`config.mk`:
```
export PLATFORM = sky130hd
export DESIGN_NAME = sum_tx_sequencer
export DESIGN_NICKNAME = d
export VERILOG_FILES = /design/src/rtl/sum_tx_sequencer_pkg.sv /design/src/rtl/sum_tx_sequencer_hex_to_ascii.sv /design/src/rtl/sum_tx_sequencer.sv
export SDC_FILE = /design/constraint.sdc
export NUM_CORES = 1
export LEC_CHECK = 0
export ABC_AREA = 1
export BUFFER_PORTS_ARGS = -buffer_cell sky130_fd_sc_hd__buf_2
export CAP_MARGIN = 20
export CORE_ASPECT_RATIO = 0.75
export CORE_UTILIZATION = 40
export DETAILED_ROUTE_END_ITERATION = 10
export HOLD_SLACK_MARGIN = 0.12
export SLEW_MARGIN = 10
export SYNTH_ARGS = -nofsm -noshare
export SYNTH_HDL_FRONTEND = slang
export SYNTH_SLANG_ARGS = --single-unit
export TNS_END_PERCENT = 1
```
`constraint.sdc`:
```
create_clock -name clk -period 1.85 [get_ports clk]
set_input_delay 0.185 -clock clk [delete_from_list [all_inputs] [get_ports clk]]
set_output_delay 0.185 -clock clk [all_outputs]
set_load 0.02 [all_outputs]
```
`src/rtl/sum_tx_sequencer_pkg.sv`:
```
`default_nettype none
// ============================================================================
// Module   : sum_tx_sequencer_pkg
// Purpose  : Shared definitions for the sum UART frame sequencer: FSM state
//            encoding, fixed ASCII characters of the frame, frame length.
// Ports    : none (package)
// Revision : 1.0 - initial release
// ============================================================================
package sum_tx_sequencer_pkg;

  typedef enum logic [1:0] {
    ST_IDLE      = 2'd0,
    ST_SEND      = 2'd1,
    ST_WAIT_ACK  = 2'd2,
    ST_WAIT_DONE = 2'd3
  } state_t;

  localparam logic [7:0] C_ASCII_PLUS = 8'h2B;
  localparam logic [7:0] C_ASCII_EQ   = 8'h3D;
  localparam logic [7:0] C_ASCII_CR   = 8'h0D;
  localparam logic [7:0] C_ASCII_LF   = 8'h0A;

  localparam int C_FRAME_LEN = 8;
  localparam int C_IDX_W     = $clog2(C_FRAME_LEN);
  localparam logic [C_IDX_W-1:0] C_LAST_IDX = C_IDX_W'(C_FRAME_LEN - 1);

endpackage
`default_nettype wire

```
`src/rtl/sum_tx_sequencer_hex_to_ascii.sv`:
```
`default_nettype none
// ============================================================================
// Module   : hex_to_ascii
// Purpose  : Converts one hex nibble to its uppercase ASCII character.
// Ports    : nibble [3:0] in  - value 0..F
//            ascii  [7:0] out - '0'..'9' (0x30..0x39) or 'A'..'F' (0x41..0x46)
// Revision : 1.0 - initial release
// ============================================================================
module hex_to_ascii (
  input  logic [3:0] nibble,
  output logic [7:0] ascii
);

  // 0x37 + 10 = 0x41 ('A'), so letters share the same adder form as digits
  always_comb begin
    if (nibble < 4'd10) begin
      ascii = 8'h30 + {4'h0, nibble};
    end else begin
      ascii = 8'h37 + {4'h0, nibble};
    end
  end

endmodule
`default_nettype wire

```
`src/rtl/sum_tx_sequencer.sv`:
```
`default_nettype none
// ============================================================================
// Module   : sum_tx_sequencer
// Purpose  : On each rising edge of uart_tx_en, sends the 8-byte ASCII frame
//            "A+B=SS\r\n" to a byte transmitter, one byte per busy handshake.
// Ports    : clk, reset_n        - clock, async active-low reset
//            uart_tx_en          - async request level (rising edge = frame)
//            a_val, b_val, sum_val - operands and sum, snapshotted per frame
//            uart_tx_busy        - transmitter busy handshake
//            tx_data, tx_start   - byte and load strobe to the transmitter
//            frame_busy, frame_done, tx_err - frame status
// Revision : 1.0 - initial release
// ============================================================================
module sum_tx_sequencer
  import sum_tx_sequencer_pkg::*;
#(
  parameter int ACK_TIMEOUT = 16
) (
  input  logic       clk,
  input  logic       reset_n,
  input  logic       uart_tx_en,
  input  logic [3:0] a_val,
  input  logic [3:0] b_val,
  input  logic [4:0] sum_val,
  input  logic       uart_tx_busy,
  output logic [7:0] tx_data,
  output logic       tx_start,
  output logic       frame_busy,
  output logic       frame_done,
  output logic       tx_err
);

  localparam int C_CNT_W = $clog2(ACK_TIMEOUT + 1);

  state_t               r_state;
  state_t               w_state_nxt;
  logic                 r_sync1, r_sync2, r_hist;
  logic [1:0]           r_vld;
  logic                 r_armed;
  logic                 r_pending;
  logic [C_IDX_W-1:0]   r_idx;
  logic [C_CNT_W-1:0]   r_ack_cnt;
  logic [3:0]           r_a, r_b;
  logic [4:0]           r_sum;
  logic                 r_done, r_err;
  logic                 w_req, w_start_frame, w_abort, w_last_done, w_next_byte;
  logic [3:0]           w_nibble;
  logic [7:0]           w_hex;
  logic [7:0]           w_byte;

  // r_vld marks when r_sync2 carries a real post-reset sample. A request is
  // only armed once the pin has been seen low, so a level held high across
  // reset release never looks like a fresh rising edge.
  assign w_req = r_sync2 & ~r_hist & r_armed;

  always_comb begin
    w_state_nxt   = r_state;
    w_start_frame = 1'b0;
    w_abort       = 1'b0;
    w_last_done   = 1'b0;
    w_next_byte   = 1'b0;
    case (r_state)
      ST_IDLE: begin
        if (w_req || r_pending) begin
          w_state_nxt   = ST_SEND;
          w_start_frame = 1'b1;
        end
      end
      ST_SEND: w_state_nxt = ST_WAIT_ACK;
      ST_WAIT_ACK: begin
        if (uart_tx_busy) begin
          w_state_nxt = ST_WAIT_DONE;
        end else if (r_ack_cnt == C_CNT_W'(ACK_TIMEOUT - 1)) begin
          w_state_nxt = ST_IDLE;
          w_abort     = 1'b1;
        end
      end
      ST_WAIT_DONE: begin
        if (!uart_tx_busy) begin
          if (r_idx == C_LAST_IDX) begin
            w_state_nxt = ST_IDLE;
            w_last_done = 1'b1;
          end else begin
            w_state_nxt = ST_SEND;
            w_next_byte = 1'b1;
          end
        end
      end
      default: w_state_nxt = ST_IDLE;
    endcase
  end

  always_ff @(posedge clk or negedge reset_n) begin
    if (!reset_n) begin
      r_state   <= ST_IDLE;
      r_sync1   <= 1'b0;
      r_sync2   <= 1'b0;
      r_hist    <= 1'b0;
      r_vld     <= 2'b00;
      r_armed   <= 1'b0;
      r_pending <= 1'b0;
      r_idx     <= '0;
      r_ack_cnt <= '0;
      r_a       <= 4'h0;
      r_b       <= 4'h0;
      r_sum     <= 5'h00;
      r_done    <= 1'b0;
      r_err     <= 1'b0;
    end else begin
      r_state <= w_state_nxt;
      r_sync1 <= uart_tx_en;
      r_sync2 <= r_sync1;
      r_hist  <= r_sync2;
      r_vld   <= {r_vld[0], 1'b1};
      if (r_vld[1] && !r_sync2) begin
        r_armed <= 1'b1;
      end

      // Requests outside IDLE (including the last WAIT_DONE cycle) queue
      // one pending frame; extra ones are dropped.
      if (w_start_frame || w_abort) begin
        r_pending <= 1'b0;
      end else if (r_state != ST_IDLE && w_req) begin
        r_pending <= 1'b1;
      end

      if (w_start_frame) begin
        r_idx <= '0;
        r_a   <= a_val;
        r_b   <= b_val;
        r_sum <= sum_val;
      end else if (w_next_byte) begin
        r_idx <= r_idx + 1'b1;
      end

      if (r_state == ST_SEND) begin
        r_ack_cnt <= '0;
      end else if (r_state == ST_WAIT_ACK && !uart_tx_busy) begin
        r_ack_cnt <= r_ack_cnt + 1'b1;
      end

      r_done <= w_last_done;

      if (w_start_frame) begin
        r_err <= 1'b0;
      end else if (w_abort) begin
        r_err <= 1'b1;
      end
    end
  end

  // Nibble select feeds the single converter; byte select picks the frame
  // character. Kept as two blocks so the converter is not in a comb loop.
  always_comb begin
    case (r_idx)
      3'd0:    w_nibble = r_a;
      3'd2:    w_nibble = r_b;
      3'd4:    w_nibble = {3'b000, r_sum[4]};
      default: w_nibble = r_sum[3:0];
    endcase
  end

  hex_to_ascii u_hex_to_ascii (
    .nibble (w_nibble),
    .ascii  (w_hex)
  );

  always_comb begin
    case (r_idx)
      3'd1:    w_byte = C_ASCII_PLUS;
      3'd3:    w_byte = C_ASCII_EQ;
      3'd6:    w_byte = C_ASCII_CR;
      3'd7:    w_byte = C_ASCII_LF;
      default: w_byte = w_hex;
    endcase
  end

  assign tx_data    = (r_state == ST_IDLE) ? 8'h00 : w_byte;
  assign tx_start   = (r_state == ST_SEND);
  assign frame_busy = (r_state != ST_IDLE);
  assign frame_done = r_done;
  assign tx_err     = r_err;

endmodule
`default_nettype wire

```
==> results.yml, run 1 <==
run_status:
  outcome: "finished with violations"
  violations: "negative setup slack"
power:
  power_uw: 4970
  vdd_drop_max_mv: 1.24
  p_per_area_nw_per_um2: 2020
  leakagePower_uw: 0.00124
cts:
  clock_path_buffers: 2
  worstSkewPairLatency_ns: 0.28
  tritoncts: "yes"
  cts.sinks: 32
  cts_buffers: 5
  htree_levels: 2
  clk_pin_slew_ns: 0.07
  cts_root_buffer: "clkbuf_8"
route:
  drc: 0
  drt-total-wl_um: 3780
  detail-route-antenna-nets: 0
  drtIter0Drc: 41
  post_drt_wl_per_cell_um: 11.3
  viasPerCell: 4.51
  num_vias: 1503
  first_pass_iters: 4
setup_path:
  end_kind: "output port"
  required_ns: 1.66
  crit_chain: "inv_2 > ha_4 > inv_4 > nand2_4 > or2_1 > o21ai_2 > ha_2 > inv_2 > nand4_1 > nand2_1 > nand3_1 > nand2_2 > a21oi_4 > buf_6"
  cp_slowest_stage_delay_ns: 0.43
  cp.arrival_ns: 2.14
  crit_family: "simple AND/OR/NAND/NOR gates"
  critPathBufInv: 4
  start_kind: "register"
  crit_fanout: 3
  crit_type: "reg -> out"
  crit_top_cell: "inv_2"
  slowest_stage: "dfrtp_1"
yosys:
  yosys_most_used_dff: "dfrtp_1"
  synth_fa_ha_area_share_pct: 6.48
  synth_top_family_by_area: "simple AND/OR/NAND/NOR gates"
  synth.area.top_cells: "dfrtp_1, nand2_1, ha_1"
  synth-simple-area-share_pct: 27.5
  synth.distinct_cells: 36
  synthArstFlopShare_pct: 100
  synth.avg_cell_area_um2: 8.24
  synth_compound_area_share_pct: 12.2
  ys_seq_area_share_pct: 46.1
  yosys-mux-area-fraction_pct: 0
  synth_xor_area_share_pct: 0
  ys_seq_elements: 32
  synth.most_common_cell: "nand2_1"
  syn-num-nets: 237
  synth_common_cells: "nand2_1, dfrtp_1, inv_1"
  synth_area_um2: 1740
  synth_cells: 211
  synth_top_area_share_pct: 46.1
  yosysWarnings: 0
  synth-edff-count: 0
  synth_area_leader_cell: "dfrtp_1"
sta:
  setup_ws_ns: -0.474
  fin_crit_sh_pct: 126
  worstMarginPinSlew_ns: 0.691
  skew_ns: 0.00564
  fin_tns_setup_ns: -2.67
  setup_viol: 7
  final-hold-violation-count: 0
  rsz0062_at_grt: "true"
  relSlewSlack_pct: 53.9
  drv_slew: 0
  fin_crit_ns: 2.32
  max_freq_ghz: 0.430
run:
  drv_cap: 0
global_routing:
  grt_pass1_vias: 1418
  grtUsageTotal_pct: 18.3
  grt-ovfl-total: 0
  grt_max_degree: 33
  antenna_found_initial: 0
  grt_pass1_wl_um: 6440
final_layout:
  antenna_cells: 0
  final_area_um2: 2460
  final_cells: 333
  drive_gt1_share_pct: 32.4
  fin_nets: 303
  area_growth_syn_to_layout_pct: 41.4
floorplanning:
  start_util_pct: 42.3
  dieArea_um2: 4620
  core_area_um2: 4100
  io_pins: 29
  die_y_um: 59.1
  die_w_um: 78.1
  rows: 20
placement:
  dp_cells: 306
  io_buffers: 27
  placed_area_um2: 2100
  gp_congestion: 0.814
  dp_hpwl_um: 2690
min_path:
  hp-class: "in -> reg"
placed cells by master, fill, tap and decap left out, types with 12 or more instances in the layout:
master | Yosys | layout
nand3_1 | 12 | 12
buf_2 | 1 | 21
dlygate4sd3_1 | 0 | 14
inv_1 | 24 | 20
dfrtp_1 | 32 | 31
buf_4 | 1 | 24
nor2_1 | 14 | 12
o21ai_0 | 13 | 13
nand2_1 | 58 | 57
cells by family after synthesis:
family                   Yosys count
AND/OR/NAND/NOR                  104
buffers and inverters             32
AO/OA/AOI/OAI                     32
flip-flops                        32
other                              2
adder cells (fa/ha/maj)            9
stage by stage:
stage               util (%)  hold WS (ns)  setup WS (ns)
finish                  59.9         0.124         -0.474
global route            59.9         0.135         -0.582
CTS                     59.0         0.120         -0.501
detailed placement      51.1         0.272         -0.273
global placement        51.1         0.276         -0.228
floorplan                  -        -0.111         -0.115
report_power, final:
part	internal, uW	switching, uW	leakage [uW]
registers	936	174	0.000396
clock network	302	261	0.0000445
logic	1450	1840	0.000798
total	2690	2280	0.00124
state kept, by name, indices dropped and copies added, names as in the netlist:
register	count
frame_done	1
r_a	4
r_ack_cnt	5
r_armed	1
r_b	4
r_hist	1
r_idx	3
r_pending	1
r_state	2
r_sum	5
r_sync1	1
r_sync2	1
r_vld	2
tx_err	1
worst reg2reg max path, cell delays in order (launching register included):
cell and delay, ns:
dfrtp_1 0.44, buf_4 0.16, buf_4 0.13, ha_1 0.21, ha_1 0.21, nor3_2 0.16
nor2_1 0.11, a22oi_1 0.16, inv_1 0.07
final timing paths:
check / startpoint / to / slack, ns / depth (start not counted)
worst max-delay path: r_idx[1]$_DFFE_PN0P_ / tx_data[2] / -0.47 / 14
worst min-delay path: b_val[3] / r_b[3]$_DFFE_PN0P_ / 0.12 / 3
worst max register to register: r_idx[1]$_DFFE_PN0P_ / r_idx[1]$_DFFE_PN0P_ / 0.09 / 8
worst min register to register: r_sync1$_DFF_PN0_ / r_sync2$_DFF_PN0_ / 0.35 / 0
max in group asynchronous: reset_n / r_idx[0]$_DFFE_PN0P_ / 0.88 / 2
min in group asynchronous: reset_n / r_ack_cnt[0]$_DFFE_PN0P_ / 0.48 / 2
cell type report:
cell class | count | area [um2]
tap | 55 | 68.8
fill | 379 | 1650
sequential | 32 | 802
inverter | 29 | 119
clock buffer | 7 | 86.3
multi-input combinational | 147 | 915
clock inverter | 1 | 7.51
timing repair buffer | 62 | 459
routing by layer:
metal | global-route usage, % | vias to the layer above | part of all wire [%]
met5 | 0 | - | 0
met4 | 4.50 | 0 | 0.50
met3 | 4.31 | 2 | 3.2
met2 | 27.8 | 30 | 41
met1 | 26.5 | 666 | 55
li1 | - | 805 | -
timing repair:
action                                  4_1_cts  5_1_grt
endpoints found under the hold margin        45        0
hold buffers                                 14        0
endpoints found under the setup margin        7       10
buffers inserted                              4        1
resized for setup                            17        8
pin swaps                                     3        2
Note: power is estimated with default switching activity, not from simulation.
==> run 2: changes to the inputs <==
- PLACE_DENSITY: not set -> 0.68
==> run 2 against run 1 <==
  * Power shrank 0.99%
  * Count of clock-buffer cells in the layout is the same
  * Critical path type unchanged
  * Register-to-register slack gained 0.04 ns
  * First-iteration DRC count grew to 2.5 times the previous value
  * Global-route usage grew 0.33 points
  * Setup slack gained 0.026 ns
  * Maximum frequency grew 1.1%
  * Largest power group unchanged
  * The flow still finishes with violations (negative setup slack)
  * Highest routed layer unchanged
  * Critical endpoint unchanged
  * Utilization shrank 0.24 points
==> results.yml, run 2 (synthesized netlist as in run 1, its figures left out) <==
placement:
  io_buffers: 27
  gp_congestion: 0.750
  dp_hpwl_um: 2750
  placed_area_um2: 2100
cts:
  tritoncts: "yes"
  cts_buffers: 5
  clock_path_buffers: 2
  htree_levels: 2
  clk_pin_slew_ns: 0.07
  cts.sinks: 32
  cts_root_buffer: "clkbuf_8"
  worstSkewPairLatency_ns: 0.28
power:
  power_frac_clock_pct: 11.4
  leakagePower_uw: 0.00123
  internal-power_uw: 2650
  vdd_drop_max_mv: 1.09
  p_per_area_nw_per_um2: 2010
  p_sw_share_pct: 46.2
  power_uw: 4920
  switchingPower_uw: 2270
  combinationalPowerShare_pct: 65.9
  p_seq_share_pct: 22.7
sta:
  setup_viol: 7
  worstMarginPinSlew_ns: 0.682
  relSlewSlack_pct: 54.5
  skew_ns: 0.00734
  final-hold-violation-count: 0
  fin_crit_sh_pct: 124
  drv_slew: 0
  rsz0062_at_grt: "true"
  max_freq_ghz: 0.435
  setup_ws_ns: -0.448
  holdWs_ns: 0.151
  fin_crit_ns: 2.30
final_layout:
  final_area_um2: 2450
  reg_top3: "r_ack_cnt (5), r_sum (5)"
  drive_gt1_share_pct: 32.5
  area_growth_syn_to_layout_pct: 40.8
  fin_nets: 302
  layout_common_cells: "nand2_1, dfrtp_1, buf_4"
  antenna_cells: 0
  final_common_cell: "nand2_1"
route:
  detail-route-antenna-nets: 0
  post_drt_wl_per_cell_um: 11.3
  drt-total-wl_um: 3760
  drtIter0Drc: 104
  drc: 0
  viasPerCell: 4.64
  num_vias: 1542
  first_pass_iters: 4
run_status:
  violations: "negative setup slack"
  outcome: "finished with violations"
floorplanning:
  rows: 20
  dieArea_um2: 4620
  core_area_um2: 4100
  io_pins: 29
  die_y_um: 59.1
  start_util_pct: 42.3
  die_w_um: 78.1
setup_path:
  cp.arrival_ns: 2.11
  start_kind: "register"
  end_kind: "output port"
  required_ns: 1.66
  crit_fanout: 4
  crit_type: "reg -> out"
global_routing:
  grt_pass1_wl_um: 6360
  grt-ovfl-total: 0
  grt_pass1_vias: 1377
  antenna_found_initial: 0
  grtUsageTotal_pct: 18.6
  grt_max_degree: 33
run:
  drv_cap: 0
min_path:
  hp-class: "in -> reg"
## run 2: cell types whose count changed in the layout (fill, tap and decap cells not counted)
cell,before,now
nor2_4,4,3
buf_6,3,2
nand3_2,0,1
clkinv_4,1,0
clkinv_2,0,1
nand3_1,12,11
buf_4,24,23
inv_2,5,4
inv_4,2,3
nor2_2,3,4
dlygate4sd3_1,14,15
o21ba_2,0,1
o21ba_1,1,0
## run 2: metal layers
layer / share of wire [%] / vias up / global-route usage [%]
met5: 0 / - / 0
li1: - / 801 / -
met1: 53 / 705 / 25.8
met2: 42 / 30 / 27.9
met3: 3.3 / 6 / 5.54
met4: 1.4 / 0 / 6.35
## run 2: area by class of cell
type                       count  area [um2]
timing repair buffer          61         450
multi-input combinational    147         915
clock inverter                 1        7.51
inverter                      29         118
tap                           55        68.8
sequential                    32         802
fill                         368        1660
clock buffer                   7        86.3
## run 2: critical path: stages, from the launching register on
cell and delay (ns):
dfrtp_1 0.42, inv_2 0.07, ha_4 0.17, inv_4 0.08, nand2_4 0.06, or2_1 0.22
o21ai_2 0.07, ha_2 0.20, inv_2 0.05, nand4_1 0.07, nand2_1 0.07, nand3_2 0.06
nand2_2 0.06, a21oi_4 0.11, buf_6 0.13
## run 2: final timing paths
path / end / slack [ns] / cells after the start / from
setup / recovery: tx_data[2] / -0.45 / 14 / r_idx[1]$_DFFE_PN0P_
hold / removal: frame_done$_DFF_PN0_ / 0.15 / 2 / uart_tx_busy
setup reg to reg: r_idx[2]$_DFFE_PN0P_ / 0.13 / 8 / r_idx[0]$_DFFE_PN0P_
hold reg to reg: r_sync2$_DFF_PN0_ / 0.35 / 0 / r_sync1$_DFF_PN0_
max in group asynchronous: r_idx[0]$_DFFE_PN0P_ / 0.88 / 2 / reset_n
min in group asynchronous: r_a[2]$_DFFE_PN0P_ / 0.47 / 2 / reset_n
## run 2: metrics by stage
step,utilization (%),std cells,TNS (ns),worst slack (ns)
2_1_floorplan,-,211,-0.320,-0.115
4_1_cts,59.1,332,-2.48,-0.463
3_3_place_gp,51.3,307,-0.725,-0.212
6_report,59.6,332,-2.43,-0.448
5_1_grt,59.6,332,-3.38,-0.639
3_5_place_dp,51.3,307,-1.11,-0.276
## run 2: power groups by stage
stage               clock network, uW  logic, uW  registers, uW
global route                      620       3580           1140
floorplan                           0       1920           1090
finish                            559       3240           1120
detailed placement                  0       2800           1110
global placement                    0       2750           1110
CTS                               572       3140           1110
## run 2: timing repair
item | CTS | global route
buffers inserted | 2 | 0
endpoints found under the setup margin | 7 | 10
hold endpoints to repair | 46 | 0
pin swaps | 1 | 0
gates resized for setup | 18 | 7
gates cloned | 0 | 0
hold buffers | 15 | 0
